## src/rtl/piso_serializer_tx.sv

```systemverilog
`default_nettype none
// ============================================================================
// Module      : piso_serializer_tx
// Description : Parallel-in/serial-out transmitter, MSB first, with a
//               valid/ready load. Optional even parity with macro PARITY_EN.
// Revision    : 1.0 - initial release
// ============================================================================
module piso_serializer_tx #(
    parameter int WIDTH = 4
) (
    input  logic             clk,
    input  logic             reset,
    input  logic [WIDTH-1:0] data_in,
    input  logic             load_valid,
    output logic             load_ready,
    output logic             serial_out,
    output logic             frame_active,
    output logic             parity_active,
    output logic             done,
    output logic             busy
);

    localparam int                C_CW       = (WIDTH > 1) ? $clog2(WIDTH) : 1;
    localparam logic [C_CW-1:0]   C_CNT_INIT = C_CW'(WIDTH - 1);

    localparam logic [1:0] S_IDLE   = 2'd0;
    localparam logic [1:0] S_DATA   = 2'd1;
    localparam logic [1:0] S_PARITY = 2'd2;

    logic [1:0]       r_state;
    logic [1:0]       w_next_state;
    logic [WIDTH-1:0] r_shift;
    logic [C_CW-1:0]  r_cnt;
    logic             r_serial;
    logic             r_frame;
    logic             w_last;
    logic             w_accept;
`ifdef PARITY_EN
    logic             r_parity;
    logic             r_par_act;
`endif

    assign w_accept = load_valid && load_ready;

    // State register
    always_ff @(posedge clk or posedge reset) begin
        if (reset) begin
            r_state <= S_IDLE;
        end else begin
            r_state <= w_next_state;
        end
    end

    // Next-state logic
    always_comb begin
        w_next_state = r_state;
        case (r_state)
            S_IDLE: begin
                if (w_accept) w_next_state = S_DATA;
            end
            S_DATA: begin
                if (r_cnt == '0) begin
`ifdef PARITY_EN
                    w_next_state = S_PARITY;
`else
                    w_next_state = w_accept ? S_DATA : S_IDLE;
`endif
                end
            end
            S_PARITY: begin
                w_next_state = w_accept ? S_DATA : S_IDLE;
            end
            default: w_next_state = S_IDLE;
        endcase
    end

    // Output decode: the last-bit cycle is the only frame cycle that accepts
    always_comb begin
        w_last = 1'b0;
`ifdef PARITY_EN
        w_last = (r_state == S_PARITY);
`else
        w_last = (r_state == S_DATA) && (r_cnt == '0);
`endif
        load_ready = (r_state == S_IDLE) || w_last;
        done       = w_last;
        busy       = (r_state != S_IDLE);
    end

    // Datapath: r_shift holds the bits still to be sent, left-aligned
    always_ff @(posedge clk or posedge reset) begin
        if (reset) begin
            r_shift   <= '0;
            r_cnt     <= '0;
            r_serial  <= 1'b0;
            r_frame   <= 1'b0;
`ifdef PARITY_EN
            r_parity  <= 1'b0;
            r_par_act <= 1'b0;
`endif
        end else if (w_accept) begin
            r_shift   <= {data_in[WIDTH-2:0], 1'b0};
            r_cnt     <= C_CNT_INIT;
            r_serial  <= data_in[WIDTH-1];
            r_frame   <= 1'b1;
`ifdef PARITY_EN
            r_parity  <= ^data_in;
            r_par_act <= 1'b0;
`endif
        end else begin
            case (r_state)
                S_DATA: begin
                    if (r_cnt != '0) begin
                        r_serial <= r_shift[WIDTH-1];
                        r_shift  <= {r_shift[WIDTH-2:0], 1'b0};
                        r_cnt    <= r_cnt - 1'b1;
                    end else begin
                        r_frame  <= 1'b0;
`ifdef PARITY_EN
                        r_serial  <= r_parity;
                        r_par_act <= 1'b1;
`else
                        r_serial <= 1'b0;
`endif
                    end
                end
                default: begin
                    r_serial  <= 1'b0;
                    r_frame   <= 1'b0;
`ifdef PARITY_EN
                    r_par_act <= 1'b0;
`endif
                end
            endcase
        end
    end

    assign serial_out   = r_serial;
    assign frame_active = r_frame;
`ifdef PARITY_EN
    assign parity_active = r_par_act;
`else
    assign parity_active = 1'b0;
`endif

endmodule
`default_nettype wire

```

## config.mk

```make
export PLATFORM = sky130hd
export DESIGN_NAME = piso_serializer_tx
export DESIGN_NICKNAME = d
export VERILOG_FILES = /design/src/rtl/piso_serializer_tx.sv
export SDC_FILE = /design/constraint.sdc
export NUM_CORES = 1
export LEC_CHECK = 0
export ABC_AREA = 1
export BUFFER_PORTS_ARGS = -buffer_cell sky130_fd_sc_hd__buf_2
export CAP_MARGIN = 20
export CELL_PAD_IN_SITES_DETAIL_PLACEMENT = 0
export CELL_PAD_IN_SITES_GLOBAL_PLACEMENT = 1
export CORE_AREA = 2 2 39 41
export CTS_CLUSTER_DIAMETER = 100
export DETAILED_ROUTE_END_ITERATION = 10
export DIE_AREA = 0 0 41 43
export PLACE_DENSITY_LB_ADDON = 0.3
export SLEW_MARGIN = 20
export SYNTH_ARGS = -nofsm -noshare
export SYNTH_HDL_FRONTEND = slang
export SYNTH_SLANG_ARGS = --single-unit
```

## constraint.sdc

```tcl
create_clock -name clk -period 2.85 [get_ports clk]
set_input_delay 0.1425 -clock clk [delete_from_list [all_inputs] [get_ports clk]]
set_output_delay 0.1425 -clock clk [all_outputs]
set_load 0.01 [all_outputs]
```

==> impl_metrics.ini, run 1 <==
[clock_network]
cts_resized = 0
numCtsBuffers = 3
cts_hold_repair.buffers = 1
cts-root-buf = clkbuf_4
post-cts-setup-buffers = 0
cts_buffer_depth = 2
cts_tree = done
clk_pin_slew_ns = 0.06
cts-htree-levels = 1
clk_latency_ns = 0.25
cts.sinks = 8

[synthesis]
synthesis.nets = 53
yosys.area.top_type_share = 0.5298
syn_area_per_cell_um2 = 8.397
muxShareOfSynthArea = 0
synth-simple-area-share = 0.2781
synth_xor_area_frac = 0
syn_inst = 45
yosysWarnings = 0
synth_top_family_by_area = simple AND/OR/NAND/NOR gates
synth_largest_area_cell = dfrtp_1
synthDistinctLibCells = 11
ys_ff_latch = 8
synth_compound_area_frac = 0.01987
seq_area_frac_synth = 0.5298
ys_top_cells_by_area = dfrtp_1 53%, nand3_1 13%, nand2_1 12%, inv_1 7.9%, ha_1 3.3%
synthAdderAreaFrac = 0.03311
netlist_area_um2 = 377.9

[floorplan]
num_io_pins = 13
die_x_um = 41
start_util = 0.2731
row_count = 14
core_area_um2 = 1384
die_h_um = 43
dieArea_um2 = 1763

[sta]
rsz0062_at_grt = false
slew_violations = 0
fmax_mhz = 699.7
period_share = 0.5015
fin_setup_tns_ns = 0
hold_violations = 0
min_period_ns = 1.429
fin_ws_ns = 1.421
final.setup_skew_ns = 0.005828
setup_viol = 0

[worst_hold_path]
hold_depth = 3
worstHoldStart = data_in[0]
hold_end = r_shift[1]
hold_class = in2reg

[cells_and_area]
nets = 68
antenna_cells = 0
area_delta_synth_final_pct = 23.51
n_fill_cell = 146
instances_no_fill = 74
drive_above_1_share = 0.2586
design_area_um2 = 466.7

[flow_run]
maxCapViolations = 0

[critical_path]
required_ns = 2.71
cpPeakStageDelay_ns = 0.37
path_max_fanout = 12
r2r_slack_ns = 1.64
crit_path_start_kind = register
rr_startpoint = r_cnt[0]
crit_top_cell = inv_1
cp_top_family = flip-flops
path_class = reg2out
critPathCaptureType = primary output
crit_chain = inv_1 -> ha_1 -> inv_1 -> nand2_2 -> buf_2
reg2reg_depth = 6
cp.depth = 5
reg2reg_to = frame_active
cp_num_buf_inv = 3
arrival_ns = 1.29
crit_slowest_cell = dfrtp_1

[power]
leakagePower_nw = 0.2776
p_per_area_nw_per_um2 = 1016
vdd_drop_max_v = 0.0002982
total_power_uw = 474.4

[grt]
grt_pass1_vias = 285
grt_max_degree = 13
grt_pass1_wl_um = 1104
grt_overflow = 0
track_usage = 0.09828
grt_antenna_before_repair = 0

[placed_design]
dpl-instance-area_um2 = 434.2
gp_congestion = 0.6588
dp_hpwl_um = 518.1
place_ws_ns = 1.636
io_buffers = 11
placed_cells = 70

[detailed_routing]
wl_per_cell_um = 8.946
vias = 312
drt_pre_antenna_iters = 4
ant_nets = 0
drc = 0
totalWireLength_um = 662
drt-initial-drc-count = 1
vias_per_cell = 4.216

[outcome]
status = complete, no violations
layout by cell type, fill, tap and decap left out, types with 3 or more instances in the layout:
cell type | Yosys | routed
clkbuf_4 | 0 | 3
nand3_1 | 10 | 10
nand2_1 | 12 | 12
inv_1 | 8 | 8
buf_2 | 0 | 11
dfrtp_1 | 8 | 8
worst max path at each step:
stage / from / endpoint / slack (ns)
finish: r_cnt[0] / load_ready / 1.42
global route: r_cnt[0] / load_ready / 1.35
CTS: r_cnt[0] / load_ready / 1.41
detailed placement: r_cnt[0] / r_cnt[0] / 1.64
global placement: r_cnt[0] / r_cnt[0] / 1.65
floorplan: r_cnt[0] / frame_active / 1.74
power breakdown:
part	switching, mW	internal [mW]	total (mW)
clock network	0.0367	0.0481	0.0848
logic	0.126	0.0786	0.204
registers	0.0226	0.163	0.185
total	0.185	0.289	0.474
cells in the mapped netlist:
master,instances
ha_1,1
o21a_1,1
inv_1,8
buf_4,1
nand2_2,1
conb_1,1
dfrtp_1,8
nand2_1,12
buf_6,1
nand3_1,10
nor2_1,1
stage by stage:
stage / util / hold WS (ns)
after floorplan: - / -0.04184
final: 0.3373 / 0.1252
after CTS: 0.3373 / 0.1210
after global placement: 0.3137 / 0.1091
after global routing: 0.3373 / 0.1457
after detailed placement: 0.3137 / 0.1106
final cells by class:
cell class	count	area (µm²)	area share
tap	16	20.02	0.04290
sequential	8	200.2	0.4290
multi-input combinational	27	128.9	0.2761
clock buffer	3	22.52	0.04826
timing repair buffer	12	65.06	0.1394
inverter	8	30.03	0.06434
cell families (layout without fill, tap and decap cells):
family | Yosys count | count (layout)
DFF | 8 | 8
and+or+nand+nor | 24 | 24
AOI/OAI and AO/OA | 1 | 1
adders and majority gates | 1 | 1
other | 1 | 1
buffers and inverters | 10 | 23
worst register-to-register path, stage by stage, from the launching register on:
cell	delay, ns
dfrtp_1	0.37
inv_1	0.08
ha_1	0.19
inv_1	0.06
nand2_2	0.17
nand2_1	0.12
o21a_1	0.12
flip-flops by register name, indices dropped and copies added, names as in the netlist:
signal	count
serial_out	1
r_shift	3
r_state	1
r_cnt	2
frame_active	1
per-layer routing:
metal | up-vias | global-route usage | routed length [µm]
li1 | 162 | - | -
met1 | 137 | 0.1291 | 320
met2 | 11 | 0.1250 | 299
met3 | 2 | 0.01571 | 33
met4 | 0 | 0.1000 | 9
met5 | - | 0 | 0
No activity file was read; power rests on OpenSTA's default activity.
==> run 2: changes to the inputs <==
CORE_AREA = not set   (was 2 2 39 41)
CORE_UTILIZATION = 28   (was not set)
DIE_AREA = not set   (was 0 0 41 43)
clock period = 1.3 ns   (was 2.85 ns; I/O delays follow)
==> run 2 against run 1 <==
Effect of this change: clock skew fell by 0.0029 ns; global-route usage up 1.7 points; total power increased by 140%; clock power up 130%; register-to-register slack lost 1.5 ns; sequential power increased by 120%; sequential share of layout area decreased by 2.6 points; largest cell class unchanged; die area shrank 15%; first-iteration DRC count increased to 12 times the previous value.
==> impl_metrics.ini, run 2 (synthesis results as in run 1) <==
[critical_path]
arrival_ns = 1.14
required_ns = 1.24
path_max_fanout = 3
critPathCaptureType = primary output
crit_path_start_kind = register
path_class = reg2out

[detailed_routing]
vias = 311
drc = 0
wl_met3_um = 40
vias_per_cell = 4.203
totalWireLength_um = 728
route.met2.wl_um = 300
routed.top_layer = met3
wl_met1_um = 387
drt_pre_antenna_iters = 4
wl_per_cell_um = 9.838
drt-initial-drc-count = 12
ant_nets = 0

[sta]
fin_setup_tns_ns = 0
min_period_ns = 1.206
rsz0062_at_grt = false
final.setup_skew_ns = 0.002966
period_share = 0.9280
slew_violations = 0
setup_viol = 0
fmax_mhz = 828.9
hold_slack_ns = 0.04383
hold_violations = 0

[power]
leakagePower_nw = 0.2888
p_per_area_nw_per_um2 = 2331
total_power_mw = 1.158
vdd_drop_max_v = 0.0008788

[cells_and_area]
design_area_um2 = 496.7
antenna_cells = 0
nets = 70
area_delta_synth_final_pct = 31.46
top_regs = r_shift (3), r_cnt (2)
largest_reg_flops = 3
top_register = r_shift
layout_common_cells = 12 x nand2_1, 11 x buf_2, 10 x nand3_1
drive_above_1_share = 0.3000
layout_commonest_cell = nand2_1

[floorplan]
core_area_um2 = 1186
dieArea_um2 = 1500
num_io_pins = 13
row_count = 12
start_util = 0.3186
die_x_um = 38.74
die_h_um = 38.74

[placed_design]
dpl-instance-area_um2 = 431.7
gp_congestion = 0.6678
io_buffers = 11
dp_hpwl_um = 508.9

[clock_network]
cts-htree-levels = 1
clk_latency_ns = 0.25
numCtsBuffers = 3
cts-root-buf = clkbuf_4
clk_pin_slew_ns = 0.06
cts_buffer_depth = 2
cts.sinks = 8
cts_tree = done

[outcome]
status = complete, no violations

[grt]
grt_pass1_vias = 272
track_usage = 0.1149
grt_antenna_before_repair = 0
grt_pass1_wl_um = 1124
grt_max_degree = 9
grt_overflow = 0

[flow_run]
maxCapViolations = 0

[worst_hold_path]
hold_class = in2reg
run 2: final cells by class:
class	count	area, µm²
Sequential cell	8	200.2
Clock buffer	3	22.52
Timing Repair Buffer	14	80.08
Multi-Input combinational cell	27	146.4
Inverter	8	30.03
Fill cell	118	689.4
Tap cell	14	17.52
run 2: stage by stage:
step           setup slack (ns)  cells  utilization
2_1_floorplan            0.1947     45            -
3_3_place_gp            0.05821     68       0.3639
3_5_place_dp            0.05375     68       0.3639
4_1_cts                 0.05584     74       0.4103
5_1_grt                 0.02559     74       0.4188
6_report                0.09363     74       0.4188
run 2: routing by layer:
layer | vias to the layer above | global-route usage
met5 | - | 0
met3 | 0 | 0.01734
met2 | 9 | 0.1375
met1 | 136 | 0.1691
li1 | 166 | -
met4 | 0 | 0.1034
run 2: power by group:
group	total (mW)	switching (mW)	internal, mW	leakage, nW
Sequential	0.408	0.0519	0.356	0.0964
Combinational	0.558	0.314	0.244	0.179
Clock	0.192	0.0860	0.106	0.0138
Total	1.16	0.452	0.706	0.289
run 2: worst paths after layout:
| path | from | endpoint | slack (ns) | cells after the start |
|---|---|---|---|---|
| setup / recovery | r_cnt[0] | load_ready | 0.09 | 5 |
| hold / removal | data_in[3] | serial_out | 0.04 | 3 |
| hold reg to reg | r_shift[3] | serial_out | 0.48 | 2 |
| max in group asynchronous | reset | r_shift[3] | 0.76 | 3 |
| setup reg to reg | r_cnt[0] | frame_active | 0.12 | 7 |
| min in group asynchronous | reset | r_cnt[1] | 0.30 | 3 |
run 2: what timing repair did:
item,CTS,global route
resized for setup,2,1
pin swaps,0,1
hold endpoints to repair,8,0
hold buffers,1,0
buffers inserted,2,0
setup endpoints to repair,1,3
run 2: critical path: stages, from the launching register on:
cell and delay, ns:
dfrtp_1 0.38, inv_1 0.11, ha_4 0.15, inv_1 0.06, nand2_4 0.06, buf_2 0.13
==> run 3: changes to the inputs <==
SETUP_SLACK_MARGIN = 0.5   (was not set)
clock period = 1 ns   (was 1.3 ns; I/O delays follow)
==> run 3 against run 2 <==
Effect of this change: the run now ends with negative hold slack, negative setup slack left; via count up 16%; clock power up 30%; critical path depth unchanged; combinational power up 120%; count of clock-buffer cells in the layout unchanged; worst hold slack worse by 0.31 ns; clock skew up 0.0065 ns; first-iteration DRC count down 42%; sequential share of layout area down 9.2 points; critical path type unchanged; largest power group unchanged.
==> impl_metrics.ini, run 3 (synthesis results as in run 1) <==
[clock_network]
cts-root-buf = clkbuf_4
numCtsBuffers = 3
cts-htree-levels = 1
cts_buffer_depth = 2
cts.sinks = 8
clk_latency_ns = 0.26
cts_tree = done
clk_pin_slew_ns = 0.06

[placed_design]
dpl-instance-area_um2 = 476.7
dp_hpwl_um = 577.4
gp_congestion = 0.6593
io_buffers = 11
place_ws_ns = -0.1564

[detailed_routing]
drt_pre_antenna_iters = 4
drc = 0
ant_nets = 0
vias = 360
totalWireLength_um = 853
drt-initial-drc-count = 7
wl_per_cell_um = 10.53
vias_per_cell = 4.444

[sta]
min_period_ns = 1.132
setup_viol = 9
period_share = 1.132
rsz0062_at_grt = true
fin_ws_ns = -0.1315
fmax_mhz = 883.8
final.setup_skew_ns = 0.009421
slew_violations = 0
hold_violations = 8
hold_slack_ns = -0.2701

[cells_and_area]
n_fill_cell = 110
design_area_um2 = 644.4
layout_common_cells = 12 x nand2_1, 9 x buf_2, 9 x buf_4
antenna_cells = 0
seq_area_um2 = 200.2
layout_commonest_cell = nand2_1
area_delta_synth_final_pct = 70.53
drive_above_1_share = 0.5970
top_regs = r_shift (3), r_cnt (2)
largest_reg_flops = 3
nets = 77
top_register = r_shift
multiInputGateArea_um2 = 219.0

[grt]
grt_antenna_before_repair = 0
grt_max_degree = 9
track_usage = 0.1528
grt_pass1_vias = 349
grt_pass1_wl_um = 1449
grt_overflow = 0

[flow_run]
maxCapViolations = 0

[outcome]
violations = negative hold slack, negative setup slack
status = finished with violations

[power]
leakagePower_nw = 0.3418
p_per_area_nw_per_um2 = 3168
vdd_drop_max_v = 0.001325

[critical_path]
crit_path_start_kind = register
critPathCaptureType = primary output
path_class = reg2out
required_ns = 0.95
arrival_ns = 1.08
path_max_fanout = 5

[floorplan]
die_x_um = 38.74
num_io_pins = 13
core_area_um2 = 1186
start_util = 0.3186
dieArea_um2 = 1500
die_h_um = 38.74
row_count = 12

[worst_hold_path]
hold_class = in2async
run 3: report_power, final:
| group | switching, mW | total, mW | internal (mW) |
|---|---|---|---|
| combinational | 0.566 | 1.23 | 0.668 |
| clock | 0.111 | 0.249 | 0.137 |
| sequential | 0.0945 | 0.559 | 0.464 |
run 3: layer usage:
metal  track usage  wire, µm  vias up
met4       0.07759        10        0
met2        0.2208       434       12
li1              -         -      180
met3       0.08671        53        2
met1        0.1773       354      166
met5             0         0        -
run 3: timing repair:
item / 4_1_cts / 5_1_grt
pin swaps: 4 / 4
gates resized for setup: 15 / 4
endpoints found under the setup margin: 13 / 13
buffers inserted: 2 / 4
hold endpoints to repair: 8 / 8
cloned: 0 / 0
run 3: stage by stage:
step / std cells / hold WS [ns] / util / TNS, ns / power (mW)
floorplan: 45 / -0.1343 / - / -0.1284 / 1.010
detailed placement: 72 / 0.02024 / 0.4019 / -0.9510 / 1.352
finish: 81 / -0.2701 / 0.5432 / -0.7488 / 2.041
CTS: 77 / -0.2609 / 0.4947 / -0.6439 / 1.868
global placement: 72 / 0.01712 / 0.4019 / -0.9081 / 1.338
global route: 81 / -0.2449 / 0.5432 / -1.320 / 2.214
run 3: path summary, 6_finish.rpt:
| check | depth (start not counted) | from | slack (ns) | endpoint |
|---|---|---|---|---|
| worst max-delay path | 5 | r_cnt[0] | -0.13 | load_ready |
| worst min-delay path | 2 | reset | -0.27 | r_shift[3] |
| worst max register to register | 6 | r_cnt[0] | -0.11 | frame_active |
| worst min register to register | 2 | r_shift[1] | 0.51 | r_shift[1] |
| max in group asynchronous | 2 | reset | 1.02 | r_shift[2] |
| min in group clk | 3 | data_in[3] | 0.03 | serial_out |
run 3: worst max-delay path, stage by stage, from the launching register on:
cell	delay, ns
dfrtp_1	0.38
inv_2	0.08
ha_4	0.14
inv_2	0.04
nand2_4	0.08
buf_6	0.11
run 3: layout make-up:
class / instances / share of cell area
Inverter: 8 / 0.04660
Tap cell: 14 / 0.02718
Multi-Input combinational cell: 27 / 0.3398
Clock buffer: 3 / 0.03495
Sequential cell: 8 / 0.3107
Timing Repair Buffer: 21 / 0.2408
